File: config.mk
export PLATFORM = sky130hd
export DESIGN_NAME = vga_pattern_engine_flat
export DESIGN_NICKNAME = d
export VERILOG_FILES = /design/src/rtl/vga_pattern_engine_if.sv /design/src/rtl/vga_pattern_engine.sv /design/src/flat_wrapper.sv
export SDC_FILE = /design/constraint.sdc
export NUM_CORES = 1
export LEC_CHECK = 0
export CORE_MARGIN = 10
export CORE_UTILIZATION = 60
export DETAILED_ROUTE_END_ITERATION = 10
export PLACE_DENSITY_LB_ADDON = 0.25
export SYNTH_ARGS = -nofsm -noshare
export SYNTH_HDL_FRONTEND = slang
export SYNTH_SLANG_ARGS = --single-unit
File: constraint.sdc
create_clock -name i_Clk -period 4.15 [get_ports i_Clk]
set_input_delay 0.83 -clock i_Clk [delete_from_list [all_inputs] [get_ports i_Clk]]
set_output_delay 0.83 -clock i_Clk [all_outputs]
set_load 0.03 [all_outputs]
File: src/rtl/vga_pattern_engine_if.sv
// Command-in / video-out bundle for vga_pattern_engine.
// The master side drives commands and receives video; the engine is the slave.
interface vga_pattern_engine_if #(
   parameter int unsigned VIDEO_WIDTH = 4
);
   logic                   i_Cmd_DV;
   logic [7:0]             i_Cmd_Byte;
   logic                   o_HSync;
   logic                   o_VSync;
   logic                   o_Active;
   logic [VIDEO_WIDTH-1:0] o_Red_Video;
   logic [VIDEO_WIDTH-1:0] o_Grn_Video;
   logic [VIDEO_WIDTH-1:0] o_Blu_Video;
   logic                   o_Frame_Start;
   logic [3:0]             o_Pattern;

   modport master (
      output i_Cmd_DV, i_Cmd_Byte,
      input  o_HSync, o_VSync, o_Active, o_Red_Video, o_Grn_Video, o_Blu_Video,
             o_Frame_Start, o_Pattern
   );

   modport slave (
      input  i_Cmd_DV, i_Cmd_Byte,
      output o_HSync, o_VSync, o_Active, o_Red_Video, o_Grn_Video, o_Blu_Video,
             o_Frame_Start, o_Pattern
   );
endinterface

File: src/rtl/vga_pattern_engine.sv
// VGA timing and test-pattern engine.
// Stage 0: column/row/bar counters.  Stage 1: position decode.  Stage 2: colour and
// registered outputs.  Every output is two clocks behind the counters, so sync, active,
// colour and frame-start stay aligned.  Commands land in pending registers and are
// copied to the active set only when the counters sit at (col 0, row 0).
// Optional feature: define VGA_PATTERN_ANIM_EN to enable the moving bar of pattern 8.
module vga_pattern_engine #(
   parameter int unsigned VIDEO_WIDTH = 4,
   parameter int unsigned ACTIVE_COLS = 640,
   parameter int unsigned H_FRONT     = 16,
   parameter int unsigned H_SYNC      = 96,
   parameter int unsigned H_BACK      = 48,
   parameter int unsigned ACTIVE_ROWS = 480,
   parameter int unsigned V_FRONT     = 10,
   parameter int unsigned V_SYNC      = 2,
   parameter int unsigned V_BACK      = 33,
   parameter bit          SYNC_POL    = 1'b0
) (
   input  logic                 i_Clk,
   input  logic                 i_Rst_L,
   vga_pattern_engine_if.slave  bus
);

   localparam int unsigned TOTAL_COLS = ACTIVE_COLS + H_FRONT + H_SYNC + H_BACK;
   localparam int unsigned TOTAL_ROWS = ACTIVE_ROWS + V_FRONT + V_SYNC + V_BACK;
   localparam int unsigned CW         = (TOTAL_COLS > 1) ? $clog2(TOTAL_COLS) : 1;
   localparam int unsigned RW         = (TOTAL_ROWS > 1) ? $clog2(TOTAL_ROWS) : 1;
   localparam int unsigned HS_START   = ACTIVE_COLS + H_FRONT;
   localparam int unsigned HS_END     = HS_START + H_SYNC;
   localparam int unsigned VS_START   = ACTIVE_ROWS + V_FRONT;
   localparam int unsigned VS_END     = VS_START + V_SYNC;
   localparam int unsigned BAR_W      = ACTIVE_COLS / 8;
   localparam int unsigned BW         = (BAR_W > 1) ? $clog2(BAR_W) : 1;
`ifdef VGA_PATTERN_ANIM_EN
   localparam int unsigned ANIM_STEP  = 4;
   localparam int unsigned ANIM_W     = 16;
   localparam int unsigned POS_MAX    = ACTIVE_COLS - ANIM_W;
   localparam int unsigned PW         = $clog2(ACTIVE_COLS);
`endif

   // Stage 0 counters
   logic [CW-1:0]  r_col;
   logic [RW-1:0]  r_row;
   logic [BW-1:0]  r_bar_cnt;
   logic [2:0]     r_bar_idx;
   logic           w_frame_start;

   // Pending and active configuration
   logic [3:0]     r_pat_pend;
   logic [3:0]     r_pat_act;
   logic [2:0]     r_fg_pend;
   logic [2:0]     r_fg_act;

   // Stage 1 decode
   logic           w_vis;
   logic           w_hs_on;
   logic           w_vs_on;
   logic           w_chk;
   logic           w_border;
   logic           r_s1_active;
   logic           r_s1_hsync;
   logic           r_s1_vsync;
   logic           r_s1_frame;
   logic           r_s1_chk;
   logic           r_s1_border;
   logic [2:0]     r_s1_bar_idx;

   // Stage 2 colour (R,G,B bits)
   logic [2:0]     w_rgb;

`ifdef VGA_PATTERN_ANIM_EN
   logic [PW-1:0]  r_bar_pos;
   logic [PW-1:0]  r_bar_pos_act;
   logic [31:0]    w_pos_adv;
   logic [CW-1:0]  r_s1_col;
   logic           w_anim_hit;
`endif

   assign w_frame_start = (r_col == '0) && (r_row == '0);

   // Raster counters plus a per-bar counter so the colour-bar index needs no divider
   always_ff @(posedge i_Clk or negedge i_Rst_L) begin
      if (!i_Rst_L) begin
         r_col     <= '0;
         r_row     <= '0;
         r_bar_cnt <= '0;
         r_bar_idx <= '0;
      end else if (r_col == CW'(TOTAL_COLS - 1)) begin
         r_col     <= '0;
         r_bar_cnt <= '0;
         r_bar_idx <= '0;
         r_row     <= (r_row == RW'(TOTAL_ROWS - 1)) ? '0 : r_row + RW'(1);
      end else begin
         r_col <= r_col + CW'(1);
         if (r_bar_cnt == BW'(BAR_W - 1)) begin
            r_bar_cnt <= '0;
            r_bar_idx <= r_bar_idx + 3'd1;
         end else begin
            r_bar_cnt <= r_bar_cnt + BW'(1);
         end
      end
   end

   // Command capture into pending registers; frame-start copy to the active set
   always_ff @(posedge i_Clk or negedge i_Rst_L) begin
      if (!i_Rst_L) begin
         r_pat_pend <= 4'd0;
         r_pat_act  <= 4'd0;
         r_fg_pend  <= 3'b111;
         r_fg_act   <= 3'b111;
      end else begin
         if (w_frame_start) begin
            r_pat_act <= r_pat_pend;
            r_fg_act  <= r_fg_pend;
         end
         if (bus.i_Cmd_DV) begin
            case (bus.i_Cmd_Byte[7:4])
               4'h0:    r_pat_pend <= bus.i_Cmd_Byte[3:0];
               4'h1:    r_fg_pend  <= bus.i_Cmd_Byte[2:0];
               default: ;
            endcase
         end
      end
   end

`ifdef VGA_PATTERN_ANIM_EN
   assign w_pos_adv = 32'(r_bar_pos) + ANIM_STEP;

   // Bar position: the frame being started shows the current value, the next one advances
   always_ff @(posedge i_Clk or negedge i_Rst_L) begin
      if (!i_Rst_L) begin
         r_bar_pos     <= '0;
         r_bar_pos_act <= '0;
      end else if (w_frame_start) begin
         r_bar_pos_act <= r_bar_pos;
         r_bar_pos     <= (w_pos_adv > POS_MAX) ? '0 : PW'(w_pos_adv);
      end
   end
`endif

   assign w_vis    = (32'(r_col) < ACTIVE_COLS) && (32'(r_row) < ACTIVE_ROWS);
   assign w_hs_on  = (32'(r_col) >= HS_START) && (32'(r_col) < HS_END);
   assign w_vs_on  = (32'(r_row) >= VS_START) && (32'(r_row) < VS_END);
   assign w_chk    = ((32'(r_col) & 32'd32) != 32'd0) ^ ((32'(r_row) & 32'd32) != 32'd0);
   assign w_border = (r_col == '0) || (32'(r_col) == ACTIVE_COLS - 1) ||
                     (r_row == '0) || (32'(r_row) == ACTIVE_ROWS - 1);

   // Stage 1: register position-derived flags
   always_ff @(posedge i_Clk or negedge i_Rst_L) begin
      if (!i_Rst_L) begin
         r_s1_active  <= 1'b0;
         r_s1_hsync   <= 1'b0;
         r_s1_vsync   <= 1'b0;
         r_s1_frame   <= 1'b0;
         r_s1_chk     <= 1'b0;
         r_s1_border  <= 1'b0;
         r_s1_bar_idx <= 3'd0;
`ifdef VGA_PATTERN_ANIM_EN
         r_s1_col     <= '0;
`endif
      end else begin
         r_s1_active  <= w_vis;
         r_s1_hsync   <= w_hs_on;
         r_s1_vsync   <= w_vs_on;
         r_s1_frame   <= w_frame_start;
         r_s1_chk     <= w_chk;
         r_s1_border  <= w_border;
         r_s1_bar_idx <= r_bar_idx;
`ifdef VGA_PATTERN_ANIM_EN
         r_s1_col     <= r_col;
`endif
      end
   end

`ifdef VGA_PATTERN_ANIM_EN
   assign w_anim_hit = (32'(r_s1_col) >= 32'(r_bar_pos_act)) &&
                       (32'(r_s1_col) <  32'(r_bar_pos_act) + ANIM_W);
`endif

   // Stage 2 colour select; everything outside the visible area is black
   always_comb begin
      w_rgb = 3'b000;
      if (r_s1_active) begin
         case (r_pat_act)
            4'd1: w_rgb = r_fg_act;
            4'd2: w_rgb = 3'b100;
            4'd3: w_rgb = 3'b010;
            4'd4: w_rgb = 3'b001;
            4'd5: if (r_s1_chk) w_rgb = r_fg_act;
            4'd6: begin
               case (r_s1_bar_idx)
                  3'd0: w_rgb = 3'b111;
                  3'd1: w_rgb = 3'b110;
                  3'd2: w_rgb = 3'b011;
                  3'd3: w_rgb = 3'b010;
                  3'd4: w_rgb = 3'b101;
                  3'd5: w_rgb = 3'b100;
                  3'd6: w_rgb = 3'b001;
                  3'd7: w_rgb = 3'b000;
               endcase
            end
            4'd7: if (r_s1_border) w_rgb = r_fg_act;
`ifdef VGA_PATTERN_ANIM_EN
            4'd8: if (w_anim_hit) w_rgb = r_fg_act;
`endif
            default: w_rgb = 3'b000;
         endcase
      end
   end

   // Stage 2 output registers
   always_ff @(posedge i_Clk or negedge i_Rst_L) begin
      if (!i_Rst_L) begin
         bus.o_HSync       <= ~SYNC_POL;
         bus.o_VSync       <= ~SYNC_POL;
         bus.o_Active      <= 1'b0;
         bus.o_Red_Video   <= '0;
         bus.o_Grn_Video   <= '0;
         bus.o_Blu_Video   <= '0;
         bus.o_Frame_Start <= 1'b0;
         bus.o_Pattern     <= 4'd0;
      end else begin
         bus.o_HSync       <= r_s1_hsync ? SYNC_POL : ~SYNC_POL;
         bus.o_VSync       <= r_s1_vsync ? SYNC_POL : ~SYNC_POL;
         bus.o_Active      <= r_s1_active;
         bus.o_Red_Video   <= {VIDEO_WIDTH{w_rgb[2]}};
         bus.o_Grn_Video   <= {VIDEO_WIDTH{w_rgb[1]}};
         bus.o_Blu_Video   <= {VIDEO_WIDTH{w_rgb[0]}};
         bus.o_Frame_Start <= r_s1_frame;
         bus.o_Pattern     <= r_pat_act;
      end
   end

endmodule

File: src/flat_wrapper.sv
// flat-port wrapper written by rule: the top's interface ports become plain ports
module vga_pattern_engine_flat 
#(
   parameter int unsigned VIDEO_WIDTH = 4,
   parameter int unsigned ACTIVE_COLS = 640,
   parameter int unsigned H_FRONT     = 16,
   parameter int unsigned H_SYNC      = 96,
   parameter int unsigned H_BACK      = 48,
   parameter int unsigned ACTIVE_ROWS = 480,
   parameter int unsigned V_FRONT     = 10,
   parameter int unsigned V_SYNC      = 2,
   parameter int unsigned V_BACK      = 33,
   parameter bit          SYNC_POL    = 1'b0
)
  (i_Clk, i_Rst_L, bus_i_Cmd_DV, bus_i_Cmd_Byte, bus_o_HSync, bus_o_VSync, bus_o_Active, bus_o_Red_Video, bus_o_Grn_Video, bus_o_Blu_Video, bus_o_Frame_Start, bus_o_Pattern);
  vga_pattern_engine_if #(.VIDEO_WIDTH(VIDEO_WIDTH)) bus_i ();
  input  logic i_Clk;
  input  logic i_Rst_L;
  input wire logic [$bits(bus_i.i_Cmd_DV)-1:0] bus_i_Cmd_DV;
  input wire logic [$bits(bus_i.i_Cmd_Byte)-1:0] bus_i_Cmd_Byte;
  output wire logic [$bits(bus_i.o_HSync)-1:0] bus_o_HSync;
  output wire logic [$bits(bus_i.o_VSync)-1:0] bus_o_VSync;
  output wire logic [$bits(bus_i.o_Active)-1:0] bus_o_Active;
  output wire logic [$bits(bus_i.o_Red_Video)-1:0] bus_o_Red_Video;
  output wire logic [$bits(bus_i.o_Grn_Video)-1:0] bus_o_Grn_Video;
  output wire logic [$bits(bus_i.o_Blu_Video)-1:0] bus_o_Blu_Video;
  output wire logic [$bits(bus_i.o_Frame_Start)-1:0] bus_o_Frame_Start;
  output wire logic [$bits(bus_i.o_Pattern)-1:0] bus_o_Pattern;
  assign bus_i.i_Cmd_DV = bus_i_Cmd_DV;
  assign bus_i.i_Cmd_Byte = bus_i_Cmd_Byte;
  assign bus_o_HSync = bus_i.o_HSync;
  assign bus_o_VSync = bus_i.o_VSync;
  assign bus_o_Active = bus_i.o_Active;
  assign bus_o_Red_Video = bus_i.o_Red_Video;
  assign bus_o_Grn_Video = bus_i.o_Grn_Video;
  assign bus_o_Blu_Video = bus_i.o_Blu_Video;
  assign bus_o_Frame_Start = bus_i.o_Frame_Start;
  assign bus_o_Pattern = bus_i.o_Pattern;
  vga_pattern_engine #(.VIDEO_WIDTH(VIDEO_WIDTH), .ACTIVE_COLS(ACTIVE_COLS), .H_FRONT(H_FRONT), .H_SYNC(H_SYNC), .H_BACK(H_BACK), .ACTIVE_ROWS(ACTIVE_ROWS), .V_FRONT(V_FRONT), .V_SYNC(V_SYNC), .V_BACK(V_BACK), .SYNC_POL(SYNC_POL)) u_core (.i_Clk(i_Clk), .i_Rst_L(i_Rst_L), .bus(bus_i));
endmodule
==> summary.md, run 1 <==
| Metric | Value |
|---|---|
| Worst Slack Setup Final | 1.80 ns |
| Row count | 24 |
| Number of port buffers | 30 |
| Antenna violations before repair | 0 |
| Critical Path Start | u_core.bus.o_HSync |
| Nature of the critical path endpoint | output pin |
| Cell count after synthesis | 242 |
| Final antenna-violating net count | 0 |
| Post-Synthesis Cell Area | 0.00278 mm2 |
| Initial Util | 63.0% |
| Status | complete, no violations |
| FMAX | 0.425 GHz |
| Post-CTS Setup Repair Bufs | 0 |
| Layout cells sized above 1 | 15.3% |
| Slew margin rel. | 41.6% |
| GRT Total Usage | 13.5% |
| Logic gate share of total power | 3.5% |
| Vias per cell | 5.65 |
| Final Cycle Share | 56.7% |
| H-tree depth | 3 |
| #FFs+latches synth | 64 |
| N_diodes | 0 |
| Netlist cell types | 36 |
| Sequential cell area fraction in the yosys report | 57.9% |
| Worst path top cell family by delay | buffers and inverters |
| Min-delay worst type | reg -> reg |
| Worst-Margin Slew | 0.876 ns |
| Post-CTS resize count | 0 |
| Reg-to-reg startpoint | u_core.r_col[0] |
| TritonCTS clock tree | done |
| Die Wd | 88.1 um |
| Pint | 0.961 mW |
| Core Box Area | 0.00441 mm2 |
| CP arrival | 1.52 ns |
| CTS buffer count | 9 |
| Area Overhead vs Synth | 16.7% |
| Drt first-iter violations | 89 |
| P per Cell Area | 376 mW/mm2 |
| Fin nets | 286 |
| Commonest non-fill, non-tap cell in the layout | dfrtp_1 |
| CP Buf/Inv Count | 1 |
| # IOs | 31 |
| Maximum vdd drop | 251 uV |
| DRC viols | 0 |
| Commonest cells after routing, fill and taps aside | dfrtp_1, clkdlybuf4s50_1, nand3_1, nor2_1, mux2_2 |
| Req. time, crit path | 3.32 ns |
| Die height | 88.1 um |
| Clock sink count | 64 |
| Final RePlAce weighted congestion | 0.811 |
| Avg WL per Cell | 15.4 um |
| Worst path slowest cell | clkdlybuf4s50_1 |
| Clock buffer depth | 2 |
| CTS Hold Bufs | 0 |
| CTS root buf | clkbuf_8 |
| Final Max Slew Viols | 0 |
| Hold Vio Cnt, Final | 0 |
| Net Sw Frac | 21.4% |
| Synth Net Count | 259 |
| Final setup viols | 0 |
| Max Cap Viol | 0 |
| First-pass DRT Iterations | 4 |
| Largest net degree at the start of global routing | 42 |
| Leak | 1.45 nW |
| First-pass GRT wire length | 8150 um |
| Hold_ws | 0.349 ns |
| Clk slew on worst S/H paths | 0.07 ns |
| Final WL | 5020 um |
| Net Sw Power | 0.261 mW |
| Final core area utilization | 73.6% |
| Kind of critical path | reg -> out |
| Crit-path max cell delay | 0.66 ns |
| CP Max Fanout | 1 |
| Tmin final | 2.35 ns |
| Seq pwr share | 53.7% |
| Final Skew | 0.00485 ns |
| Worst setup SP type | flop |
| Global route overflow | 0 |
| Pre-CTS setup slack | 1.62 ns |
| Full die area | 0.00776 mm2 |
| Final setup TNS | 0 ns |
| RSZ-0062 raised after global routing | false |
| Clk Latency, worst-skew pair | 0.34 ns |
| DP HPWL | 3650 um |
| Clock power share | 42.9% |
| Vias post-DR | 1841 |
| Hold_sp | u_core.r_s1_frame |
| Vias in the first global route | 1803 |
| Ys Warns | 0 |
| CP Cell Sequence | clkdlybuf4s50_1 |
| Avg Cell Area, Syn | 11.5 um2 |
-- per-stage QoR --
step           instance area, um2  std cells  total power, mW
6_report                     3250        326             1.22
2_1_floorplan                2780        242            0.681
3_3_place_gp                 3050        310            0.708
4_1_cts                      3250        326             1.24
3_5_place_dp                 3050        310            0.711
5_1_grt                      3250        326             1.27
-- cells by family (layout without fill, tap and decap cells) --
group	Yosys count	after routing	share of synthesized area [%]
AO/OA/AOI/OAI	17	17	3.55
AND/OR/NAND/NOR	95	95	18.2
XOR/XNOR	18	18	5.67
adder cells (fa/ha/maj)	6	6	2.70
flip-flops	64	64	57.9
multiplexers	18	18	7.10
buffers and inverters	24	56	4.86
-- per-layer routing --
metal / wire length [um] / track usage [%] / part of all wire (%) / up-vias
li1: - / - / - / 886
met1: 2100 / 15.8 / 42 / 883
met2: 2380 / 21.6 / 47 / 60
met3: 442 / 4.74 / 8.8 / 12
met4: 89 / 6.70 / 1.8 / 0
met5: 0 / 0 / 0 / -
-- cells in the mapped netlist --
cell | count | area [um2]
dfrtp_1 | 56 | 1400
nand3_1 | 25 | 125
nor2_1 | 21 | 78.8
mux2_2 | 14 | 158
nand2_1 | 11 | 41.3
xor2_1 | 11 | 96.3
buf_4 | 9 | 67.6
inv_1 | 9 | 33.8
and3_1 | 8 | 50.1
dfstp_2 | 8 | 210
nand4_1 | 7 | 43.8
o21ai_0 | 7 | 35.0
xnor2_1 | 7 | 61.3
ha_1 | 6 | 75.1
a21oi_1 | 5 | 25.0
nor3_1 | 5 | 25.0
mux2i_1 | 4 | 40.0
buf_2 | 3 | 15.0
nor4_1 | 3 | 18.8
a21o_1 | 2 | 15.0
and2_1 | 2 | 12.5
clkbuf_1 | 2 | 7.51
nand2b_1 | 2 | 12.5
nor2b_1 | 2 | 12.5
nor4bb_1 | 2 | 20.0
a22oi_1 | 1 | 7.51
and4_1 | 1 | 8.76
and4b_1 | 1 | 10.0
buf_6 | 1 | 11.3
nand3_2 | 1 | 10.0
nor2_2 | 1 | 6.26
nor4b_1 | 1 | 8.76
nor4b_2 | 1 | 15.0
o311ai_0 | 1 | 8.76
o31ai_1 | 1 | 7.51
or4_1 | 1 | 7.51
-- final timing paths --
path,end,slack (ns),depth (start not counted)
max in group asynchronous,u_core.r_bar_cnt[1],2.71,2
min in group asynchronous,u_core.r_pat_pend[1],0.61,1
worst max-delay path,bus_o_HSync,1.80,1
worst min register to register,u_core.bus.o_Frame_Start,0.35,0
worst max register to register,u_core.r_pat_act[2],2.18,6
worst min-delay path,u_core.bus.o_Frame_Start,0.35,0
-- sequential cells by signal (all words and copies together) (netlist names), 3 cells and up --
signal / flops
u_core.bus.o_Pattern: 4
u_core.r_bar_idx: 3
u_core.r_fg_act: 3
u_core.r_row: 10
u_core.r_bar_cnt: 7
u_core.r_pat_pend: 4
u_core.r_col: 10
u_core.r_pat_act: 4
u_core.r_fg_pend: 3
u_core.r_s1_bar_idx: 3
-- power groups by stage --
stage	clock network, mW	logic, mW	registers [mW]
after floorplan	0	0.0171	0.663
after global placement	0	0.0412	0.666
after detailed placement	0	0.0436	0.667
after CTS	0.536	0.0439	0.656
after global routing	0.560	0.0475	0.657
final	0.524	0.0424	0.656
-- layout make-up --
cell class / instances / area [um2]
sequential: 64 / 1610
fill: 315 / 1170
multi-input combinational: 154 / 1040
timing repair buffer: 31 / 303
clock buffer: 11 / 141
tap: 52 / 65.1
clock inverter: 5 / 56.3
inverter: 9 / 33.8
Power figures use the tool's default switching activity.
==> inputs of run 2 (changes only) <==
CORE_UTILIZATION = 50   (was 60)
clock period = 2.1 ns   (was 4.15 ns; I/O delays follow)
==> run 2 against run 1 <==
Against the previous run:
- first-iteration DRC count shrank 15%
- clock skew grew 0.0021 ns
- critical path depth is the same
- register-to-register slack lost 2.0 ns
- cell count grew 7.7%
- cell area grew 2.4%
- via count grew 1.5%
- critical path type unchanged
- critical endpoint is now bus_o_VSync
- highest routed layer unchanged
==> summary.md, run 2 (synthesis gave the netlist of run 1 again) <==
| Metric | Value |
|---|---|
| Status | complete, no violations |
| Placed cell count | 335 (+8.1%) |
| Area Overhead vs Synth | 19.5% |
| Slew margin rel. | 58.9% (+17 points) |
| Vias post-DR | 1868 (+1.5%) |
| Hold Vio Cnt, Final | 0 (unchanged) |
| Pre-CTS setup slack | 0.169 ns (-1.45 ns) |
| Final Skew | 0.00691 ns (+0.00206 ns) |
| Nature of the critical path endpoint | output pin |
| Worst Slack Setup Final | 0.154 ns (-1.64 ns) |
| Avg WL per Cell | 14.1 um (-8.4%) |
| Post-CTS Setup Repair Bufs | 0 (unchanged) |
| Worst path slowest cell | clkdlybuf4s50_1 |
| First-pass GRT wire length | 8210 um (+0.77%) |
| Max Cap Viol | 0 (unchanged) |
| Row count | 27 (+13%) |
| N_diodes | 0 (unchanged) |
| Crit-path max cell delay | 0.67 ns (about the same) |
| Initial Util | 51.2% (-12 points) |
| DRC viols | 0 (unchanged) |
| CP Cell Sequence | clkdlybuf4s50_1 |
| Largest net degree at the start of global routing | 65 (+55%) |
| Final Cycle Share | 92.7% |
| Worst path top cell family by delay | buffers and inverters |
| Req. time, crit path | 1.68 ns (-1.64 ns) |
| Hold_ws | 0.0750 ns (-0.274 ns) |
| Final WL | 4950 um (-1.4%) |
| Clk Latency, worst-skew pair | 0.34 ns (about the same) |
| Final setup viols | 0 (unchanged) |
| Die Wd | 94.6 um (+7.4%) |
| Clock sink count | 64 (unchanged) |
| Layout cells sized above 1 | 16.8% (+1.5 points) |
| Commonest cells after routing, fill and taps aside | dfrtp_1, clkdlybuf4s50_1, nand3_1, nor2_1, mux2_2 |
| Clk slew on worst S/H paths | 0.07 ns (about the same) |
| CTS root buf | clkbuf_8 |
| RSZ-0062 raised after global routing | false |
| Largest registers | u_core.r_col: 10 flops, u_core.r_row: 10 flops, u_core.r_bar_cnt: 7 flops |
| Die height | 94.6 um (+7.4%) |
| Final RePlAce weighted congestion | 0.847 (+4.4%) |
| Post-placement cell area | 0.00312 mm2 (+2.5%) |
| Final antenna-violating net count | 0 (unchanged) |
| Final std cells w/o fill | 351 (+7.7%) |
| Final setup TNS | 0 ns (unchanged) |
| Kind of critical path | reg -> out |
| Total Power | 2.39 mW (+96%) |
| # IOs | 31 (unchanged) |
| CP Max Fanout | 1 (unchanged) |
| Commonest non-fill, non-tap cell in the layout | dfrtp_1 |
| Drt first-iter violations | 76 (-15%) |
| Global route overflow | 0 (unchanged) |
| Vias in the first global route | 1796 (-0.39%) |
| H-tree depth | 3 (unchanged) |
| CP Buf/Inv Count | 1 (unchanged) |
| First-pass DRT Iterations | 4 (unchanged) |
| Vias per cell | 5.32 (-5.8%) |
| DP HPWL | 3500 um (-4.1%) |
| TritonCTS clock tree | done |
| Full die area | 0.00895 mm2 (+15%) |
| Antenna violations before repair | 0 (unchanged) |
| Maximum vdd drop | 605 uV (+140%) |
| Final core area utilization | 61.1% (-12 points) |
| CP arrival | 1.53 ns (about the same) |
| Number of port buffers | 30 (unchanged) |
| Tmin final | 1.95 ns |
| P per Cell Area | 719 mW/mm2 (+91%) |
| Final Max Slew Viols | 0 (unchanged) |
| Fin area | 0.00332 mm2 (+2.4%) |
| Clock buffer depth | 2 (unchanged) |
| GRT Total Usage | 11.8% (-1.7 points) |
| Leak | 1.48 nW (+2.1%) |
| Core Box Area | 0.00544 mm2 (+23%) |
| CTS buffer count | 9 (unchanged) |
| Worst setup SP type | flop |
| Fin nets | 291 (+1.7%) |
| FMAX | 0.514 GHz |
| Worst-Margin Slew | 0.609 ns (-0.267 ns) |
| Min-delay worst type | in -> async |
-- run 2: cell count changes in the layout (fill, tap and decap cells not counted) --
cell and delta:
clkinv_4 -1, nor2_2 -1, nor2_4 +1, buf_4 +4, buf_12 +1, clkbuf_8 +3
clkinv_2 -1, bufinv_16 -1
-- run 2: worst reg2reg max path, delay by kind of cell (launching register included) --
kind	cells	cell delay, ns
adder cells (fa/ha/maj)	1	0.22
AND/OR/NAND/NOR	3	1.05
AO/OA/AOI/OAI	1	0.16
flip-flops	1	0.40
-- run 2: where the power goes --
group          internal, mW  switching [mW]
Clock                 0.556           0.454
Sequential             1.28          0.0178
Combinational        0.0469          0.0392
-- run 2: area by class of cell --
cell class | instances | area, um2
clock buffer | 14 | 183
clock inverter | 2 | 12.5
fill | 439 | 2110
inverter | 9 | 33.8
multi-input combinational | 154 | 1040
sequential | 64 | 1610
tap | 72 | 90.1
timing repair buffer | 36 | 353
-- run 2: per-layer routing --
| metal | wire length (um) | part of all wire [%] | global-route usage [%] |
|---|---|---|---|
| met4 | 130 | 2.6 | 7.98 |
| met1 | 2310 | 47 | 14.4 |
| met2 | 2190 | 44 | 17.3 |
| met3 | 322 | 6.5 | 4.04 |
| met5 | 0 | 0 | 0 |
-- run 2: path summary, 6_finish.rpt --
| kind | start | to | slack, ns | cells after the start |
|---|---|---|---|---|
| worst max-delay path | u_core.bus.o_VSync | bus_o_VSync | 0.15 | 1 |
| worst min-delay path | i_Rst_L | u_core.r_col[6] | 0.07 | 2 |
| worst max register to register | u_core.r_col[0] | u_core.r_row[9] | 0.21 | 5 |
| worst min register to register | u_core.r_s1_vsync | u_core.bus.o_VSync | 0.34 | 1 |
| max in group asynchronous | i_Rst_L | u_core.r_fg_pend[2] | 1.71 | 2 |
| min in group i_Clk | u_core.r_s1_vsync | u_core.bus.o_VSync | 0.34 | 1 |
-- run 2: repair_timing --
action,CTS,global route
endpoints found under the setup margin,0,4
resized for setup,0,1
hold buffers,0,0
==> inputs of run 3 (changes only) <==
CAP_MARGIN = 0   (was not set)
==> results of run 3 <==
Same layout as run 2: the final DEF is identical, and so are final timing and power.
